$ cat src/rtl/apb_pkg.sv
// Shared APB definitions.
// Used by the bus master and by the APB peripherals.
package apb_pkg;

    // Bus-side transfer phase of an APB requester.
    typedef enum logic [1:0] {
        APB_IDLE,
        APB_SETUP,
        APB_ACCESS,
        APB_DONE
    } e_apb_state;

endpackage

$ cat src/rtl/apb_wait_counter.sv
// ACCESS-phase wait-state counter.
// Flags the last cycle allowed before a transfer is aborted.
module apb_wait_counter #(
    parameter int unsigned limit = 15
) (
    input  logic clk,
    input  logic reset,
    input  logic clear,
    input  logic inc,
    output logic expired
);

    localparam int unsigned CntW =
        (limit > 0) ? $clog2(limit + 1) : 1;
    localparam logic [CntW-1:0] CntLast =
        (limit > 0) ? CntW'(limit - 1) : '0;

    logic [CntW-1:0] cnt_q;
    logic [CntW-1:0] cnt_d;

    // Clear on a new command; count wait states, saturating at all-ones.
    always_comb begin
        cnt_d = cnt_q;
        if (clear) begin
            cnt_d = '0;
        end else if (inc && (cnt_q != '1)) begin
            cnt_d = cnt_q + CntW'(1);
        end
    end

    // Counter register.
    always_ff @(posedge clk or posedge reset) begin
        if (reset) begin
            cnt_q <= '0;
        end else begin
            cnt_q <= cnt_d;
        end
    end

    // A zero limit disables the timeout entirely.
    assign expired = (limit > 0) && (cnt_q == CntLast);

endmodule

$ cat src/rtl/apb_master.sv
// APB requester: core-side command/response to APB transfers.
// Bus and response outputs are all registered.
module apb_master
    import apb_pkg::*;
#(
    parameter int unsigned addrWidth     = 2,
    parameter int unsigned dataWidth     = 9,
    parameter int unsigned timeoutCycles = 15
) (
    input  logic                 clk,
    input  logic                 reset,
    input  logic                 cmd_valid,
    output logic                 cmd_ready,
    input  logic                 cmd_write,
    input  logic [addrWidth-1:0] cmd_addr,
    input  logic [dataWidth-1:0] cmd_wdata,
    output logic                 rsp_valid,
    output logic [dataWidth-1:0] rsp_rdata,
    output logic                 rsp_err,
    output logic                 sel,
    output logic                 enable,
    output logic                 write,
    output logic [addrWidth-1:0] addr,
    output logic [dataWidth-1:0] wdata,
    input  logic [dataWidth-1:0] rdata,
    input  logic                 ready,
    input  logic                 slverr
);

    e_apb_state           state_q;
    logic                 cmd_ready_q;
    logic                 rsp_valid_q;
    logic                 rsp_err_q;
    logic [dataWidth-1:0] rsp_rdata_q;
    logic                 sel_q;
    logic                 enable_q;
    logic                 write_q;
    logic [addrWidth-1:0] addr_q;
    logic [dataWidth-1:0] wdata_q;

    logic accept;
    logic cnt_inc;
    logic expired;

    assign accept  = (state_q == APB_IDLE) && cmd_valid && cmd_ready_q;
    assign cnt_inc = (state_q == APB_ACCESS) && !ready && !expired;

    apb_wait_counter #(
        .limit (timeoutCycles)
    ) u_wait (
        .clk     (clk),
        .reset   (reset),
        .clear   (accept),
        .inc     (cnt_inc),
        .expired (expired)
    );

    // Transfer FSM; every bus and response output is a register here.
    always_ff @(posedge clk or posedge reset) begin
        if (reset) begin
            state_q     <= APB_IDLE;
            cmd_ready_q <= 1'b0;
            rsp_valid_q <= 1'b0;
            rsp_err_q   <= 1'b0;
            rsp_rdata_q <= '0;
            sel_q       <= 1'b0;
            enable_q    <= 1'b0;
            write_q     <= 1'b0;
            addr_q      <= '0;
            wdata_q     <= '0;
        end else begin
            rsp_valid_q <= 1'b0;
            unique case (state_q)
                APB_IDLE: begin
                    cmd_ready_q <= 1'b1;
                    if (accept) begin
                        write_q     <= cmd_write;
                        addr_q      <= cmd_addr;
                        wdata_q     <= cmd_wdata;
                        sel_q       <= 1'b1;
                        cmd_ready_q <= 1'b0;
                        state_q     <= APB_SETUP;
                    end
                end
                APB_SETUP: begin
                    enable_q <= 1'b1;
                    state_q  <= APB_ACCESS;
                end
                APB_ACCESS: begin
                    if (ready) begin
                        rsp_rdata_q <= write_q ? '0 : rdata;
                        rsp_err_q   <= slverr;
                        rsp_valid_q <= 1'b1;
                        sel_q       <= 1'b0;
                        enable_q    <= 1'b0;
                        state_q     <= APB_DONE;
                    end else if (expired) begin
                        rsp_rdata_q <= '0;
                        rsp_err_q   <= 1'b1;
                        rsp_valid_q <= 1'b1;
                        sel_q       <= 1'b0;
                        enable_q    <= 1'b0;
                        state_q     <= APB_DONE;
                    end
                end
                APB_DONE: begin
                    cmd_ready_q <= 1'b1;
                    state_q     <= APB_IDLE;
                end
                default: begin
                    state_q <= APB_IDLE;
                end
            endcase
        end
    end

    assign cmd_ready = cmd_ready_q;
    assign rsp_valid = rsp_valid_q;
    assign rsp_rdata = rsp_rdata_q;
    assign rsp_err   = rsp_err_q;
    assign sel       = sel_q;
    assign enable    = enable_q;
    assign write     = write_q;
    assign addr      = addr_q;
    assign wdata     = wdata_q;

endmodule
$ cat config.mk
export PLATFORM = sky130hd
export DESIGN_NAME = apb_master
export DESIGN_NICKNAME = d
export VERILOG_FILES = /design/src/rtl/apb_pkg.sv /design/src/rtl/apb_wait_counter.sv /design/src/rtl/apb_master.sv
export SDC_FILE = /design/constraint.sdc
export NUM_CORES = 1
export LEC_CHECK = 0
export CAP_MARGIN = 20
export CORE_ASPECT_RATIO = 1.2
export CORE_MARGIN = 5
export CORE_UTILIZATION = 40
export DETAILED_ROUTE_END_ITERATION = 8
export GPL_TIMING_DRIVEN = 0
export PLACE_DENSITY = 0.8
export SKIP_LAST_GASP = 1
export SLEW_MARGIN = 20
export SYNTH_ARGS = -nofsm -noshare
export SYNTH_HDL_FRONTEND = slang
export SYNTH_SLANG_ARGS = --single-unit
$ cat constraint.sdc
create_clock -name clk -period 1.5 [get_ports clk]
set_clock_uncertainty 0.1 [all_clocks]
set_input_delay 0.15 -clock clk [delete_from_list [all_inputs] [get_ports clk]]
set_output_delay 0.15 -clock clk [all_outputs]
set_load 0.01 [all_outputs]
---- Word-level counts from Yosys, hierarchy flattened ----
Cells that the tools add are included.
cells by class
  reduce and logical (&&, ||, !) cells .... 18
  equal/unequal tests ..................... 7
  $add $sub $neg .......................... 1
  multiplexer cells ....................... 21
operators with widths
  cell                                                                    number
  9-bit 2-to-1 mux                                                        3
  2-bit nonzero test                                                      5
  1-bit 2-to-1 mux                                                        9
  4-bit 2-to-1 mux                                                        2
  2-bit case mux with 4 select lines                                      1
  2-bit AND reduction                                                     4
  2-bit 2-to-1 mux                                                        3
  1-bit case mux with 2 select lines                                      3
  1-bit logical AND                                                       5
  4-bit by 1-bit adder with 4-bit output (second input constant)          1
  2-bit equality test (second input constant)                             2
  4-bit equality test (second input constant)                             1
  4-bit != test (second input constant)                                   1
  3-bit != test (second input constant)                                   1
  3-bit AND reduction                                                     1
  2-bit by 1-bit equality test with 1-bit output (second input constant)  1
  1-bit zero test                                                         2
  2-bit zero test                                                         1
  2-bit != test (second input constant)                                   1
word-level totals
  word-level logic and storage cells ...... 58
  bits of input ports ..................... 26
  flip-flop bits (word level) ............. 32
  output and inout port bits .............. 26

---- Depth between registers and ports, before layout ----
  depth in word-level cells ............... 6
  gate-level depth with buffers ........... 6
  mapped depth without buffers ............ 5

---- Modules after synthesis ----
From an unflattened synthesis, not the netlist that was laid out.
second synthesis, totals
  cells, all modules ...................... 121
  area total of the unflattened synthesis .. 1,431.4 um^2
by module, submodules not included
  module            seq. area each (um^2)  cells an instance  area each (um^2)  instances
  apb_master        700.7                  99                 1,201.2           1
  apb_wait_counter  100.1                  22                 230.2             1

---- Worst setup path after synthesis ----
OpenSTA, ideal clock, no wires.
  path type ............................... register -> register
  from .................................... reg state_q[0]
  to ...................................... reg wdata_q[0] (netlist: wdata[0])
  clock period less this slack ............ 1.585 ns
  required time ........................... 1.275 ns
  setup time .............................. 0.125 ns
  path buffers ............................ 2
  arrival time ............................ 1.360 ns
  setup slack ............................. -0.085 ns
  stages on the path, launching flop included .. 7
  cells stage by stage .................... dfrtp_1 > inv_1 > ha_1 > and3_1 > buf_6 > buf_12 > mux2_4
on the way
  longest elaborated chain between the ends .. 4
ends and longest elaborated chain
  element                          line                                text
  start, declared                  apb_master.sv:30                    e_apb_state state_q;
  start signal, assigned           apb_master.sv:61                    state_q <= APB_IDLE;
  start signal, assigned           apb_master.sv:82                    state_q <= APB_SETUP;
  start signal, assigned           apb_master.sv:87                    state_q <= APB_ACCESS;
  2-bit zero test *                apb_master.sv:45, apb_master.sv:73
  1-bit logical AND (2 in series)  apb_master.sv:45                    assign accept = (state_q == APB_IDLE) && cmd_valid && cmd_ready_q;
  2-bit AND reduction (no line) *  n/a
  end signal, assigned             apb_master.sv:79                    wdata_q <= cmd_wdata;
  end, declared                    apb_master.sv:39                    logic [dataWidth-1:0] wdata_q;
Mark *: on every way between the ends. The rest lies on a longest branch, timed or not.
A chain may end at the register's enable or synchronous reset.

---- Final worst setup path ----
  from .................................... reg state_q[1]
  to ...................................... reg wdata_q[5] (netlist: wdata[5])
The elaborated chain is that of the path after synthesis.

==> impl_metrics.ini <==
[floorplanning]
die_w_um = 65.46
die_area_um2 = 5011
rows = 24
core_area_um2 = 3603
ios = 52
fp.dieH_um = 76.55
initial_core_util = 0.4097

[route]
wire_per_inst_um = 17.38
via_per_inst = 5.409
dr.pass1.iters = 4
drt_iter0_markers = 86
wl_um = 4085
drc = 0
vias = 1271
antenna_left = 0

[critical_path]
crit_slowest_cell = dfrtp_2
crit_arrival_ns = 1.61
start_kind = flop
crit_fanout = 8
crit_required_ns = 1.57
cp-end-kind = flop
worst_path_largest_cell_delay_ns = 0.44
crit_type = reg -> reg
cp_num_buf_inv = 2
crit_chain = inv_2 > ha_4 > and3_4 > buf_12 > mux2_4
cpLargestDelayFamily = flip-flops

[clocking]
cts_hold_buf = 0
cts_buffers = 5
clkLatencyLatePin_ns = 0.28
cts_tree = yes
cts.sinks = 32
ctsLongestPathBuffers = 2
htreeDepth = 2
root_buffer = clkbuf_8
path_clk_slew_ns = 0.07

[sta]
finalWorstPathRequiredPeriod_ns = 1.538
timing.hold.ws_ns = 0.1775
hold_viol = 0
setup_viol = 14
slew_headroom = 0.5554
fmax_mhz = 650.1
worstMarginPinSlew_ns = 0.6659
fin_tns_setup_ns = -0.3833
drv_slew = 0
period_share = 1.026
layout_setup_ws_ns = -0.03828
rsz0062_at_grt = yes

[power_and_ir_drop]
pwr_density_cell_nw_per_um2 = 2024
power.leakage_uw = 0.001046
peakVddDrop_mv = 0.7127

[finish]
diodes = 0
nFillCells = 255
final_common_cell = clkdlybuf4s50_1
final_nets = 227
mostFrequentLayoutCells = 51 x clkdlybuf4s50_1, 29 x dfrtp_1, 13 x mux2_4, 13 x buf_4, 10 x nand2_1
area_growth_pct = 59.83
final_util = 0.6549
layout.cells.non_filler = 235
drive_gt1_frac = 0.2959

[grt]
first_global_vias = 1376
antenna_found_initial = 0
grt_remaining_overflow = 0
grt_max_degree = 33
grt.total_usage = 0.1651
grt_pass1_wl_um = 6506

[place]
dp_cells = 213
portBuffers = 51
gp_congestion = 0.7735
dp_hpwl_um = 2609

[worst_hold_path]
hold_class = in -> async

[synthesis]
yosys_register_bits = 32
synthesis.nets = 155
syn_avg_cell_area_um2 = 12.00
synth_cell_types = 30
yosysWarnings = 0
yosysSeqAreaShare = 0.5424
syn_area_um2 = 1476
postSynthCellCount = 123

[flow_run]
cap_violations = 0

[status]
status = finished with violations
violations = setup timing
-- power breakdown --
| group | switching (uW) | internal, uW | total, uW |
|---|---|---|---|
| combinational | 1020 | 1530 | 2550 |
| clock | 316 | 374 | 690 |
| sequential | 282 | 1260 | 1540 |
| total | 1620 | 3160 | 4780 |
-- timing repair --
| item | in CTS | in global routing |
|---|---|---|
| pin swaps | 2 | 5 |
| buffers inserted | 11 | 3 |
| gates resized for setup | 19 | 16 |
| endpoints found under the setup margin | 26 | 28 |
| gates cloned | 1 | 0 |
-- cells by family after synthesis --
| kind of cell | Yosys count | synth area share |
|---|---|---|
| simple gates | 33 | 0.1288 |
| flops | 32 | 0.5424 |
| compound gates | 27 | 0.1136 |
| mux | 13 | 0.1169 |
| buf+inv | 12 | 0.04745 |
| fa+ha+maj | 6 | 0.05085 |
-- routing by layer --
metal,up-vias,wire length [um],global-route usage
met4,0,86,0.08091
met1,624,1597,0.1743
met2,55,2187,0.2928
met3,9,214,0.04572
met5,-,0,0
li1,583,-,-
-- metrics by stage --
| step | area [um^2] | setup WS, ns | total power (uW) |
|---|---|---|---|
| 3_3_place_gp | 2042 | -0.1686 | 3437 |
| 3_5_place_dp | 2042 | -0.2118 | 3524 |
| 2_1_floorplan | 1483 | -0.06698 | 2582 |
| 4_1_cts | 2315 | -0.04718 | 4618 |
| 6_report | 2360 | -0.03828 | 4776 |
| 5_1_grt | 2360 | -0.08346 | 5063 |
-- path summary, 6_finish.rpt --
kind | start | cells after the start | slack [ns] | endpoint
worst min-delay path | reset | 2 | 0.18 | rsp_rdata[8]
max in group asynchronous | reset | 2 | 0.65 | state_q[1]
min in group clk | rdata[3] | 3 | 0.35 | rsp_rdata[3]
worst max-delay path | state_q[1] | 5 | -0.04 | wdata[5]
worst min register to register | rsp_rdata[2] | 2 | 0.39 | rsp_rdata[2]
worst max register to register | state_q[1] | 5 | -0.04 | wdata[5]
-- layout make-up --
| cell class | count | area (um^2) | share of cell area |
|---|---|---|---|
| inverter | 6 | 22.52 | 0.009544 |
| multi-input combinational | 79 | 715.7 | 0.3033 |
| tap | 39 | 48.80 | 0.02068 |
| timing repair buffer | 66 | 633.1 | 0.2683 |
| clock buffer | 8 | 90.09 | 0.03818 |
| buffer | 5 | 45.04 | 0.01909 |
| sequential | 32 | 804.5 | 0.3409 |
-- worst reg2reg max path, stage by stage, from the launching register on --
cell	delay, ns
dfrtp_2	0.44
inv_2	0.09
ha_4	0.14
and3_4	0.21
buf_12	0.13
mux2_4	0.30
-- cell usage after synthesis, drive strengths merged --
cell type / instances / area share
or3: 1 / 0.0042
and2b: 1 / 0.0051
nor2: 3 / 0.0076
dfrtp: 32 / 0.54
a21oi: 7 / 0.026
nand2b: 1 / 0.0042
and3: 2 / 0.0085
o31ai: 2 / 0.010
clkbuf: 3 / 0.0076
o22a: 2 / 0.013
mux2: 13 / 0.12
nand2: 10 / 0.025
nor3: 2 / 0.0068
o211a: 1 / 0.0068
inv: 6 / 0.015
buf: 3 / 0.025
a311oi: 1 / 0.0059
o21ai: 11 / 0.037
o211ai: 1 / 0.0051
a31oi: 1 / 0.0042
a21boi: 1 / 0.0051
nand3: 4 / 0.014
ha: 6 / 0.051
nand4b: 9 / 0.053
-- flip-flops by register name, summed over array words and instances, names as in the netlist --
| register | count |
|---|---|
| rsp_rdata | 9 |
| write | 1 |
| rsp_err | 1 |
| rsp_valid | 1 |
| u_wait.cnt_q | 4 |
| state_q | 2 |
| sel | 1 |
| cmd_ready | 1 |
| wdata | 9 |
| addr | 2 |
| enable | 1 |
No activity file was read; power rests on OpenSTA's default activity.
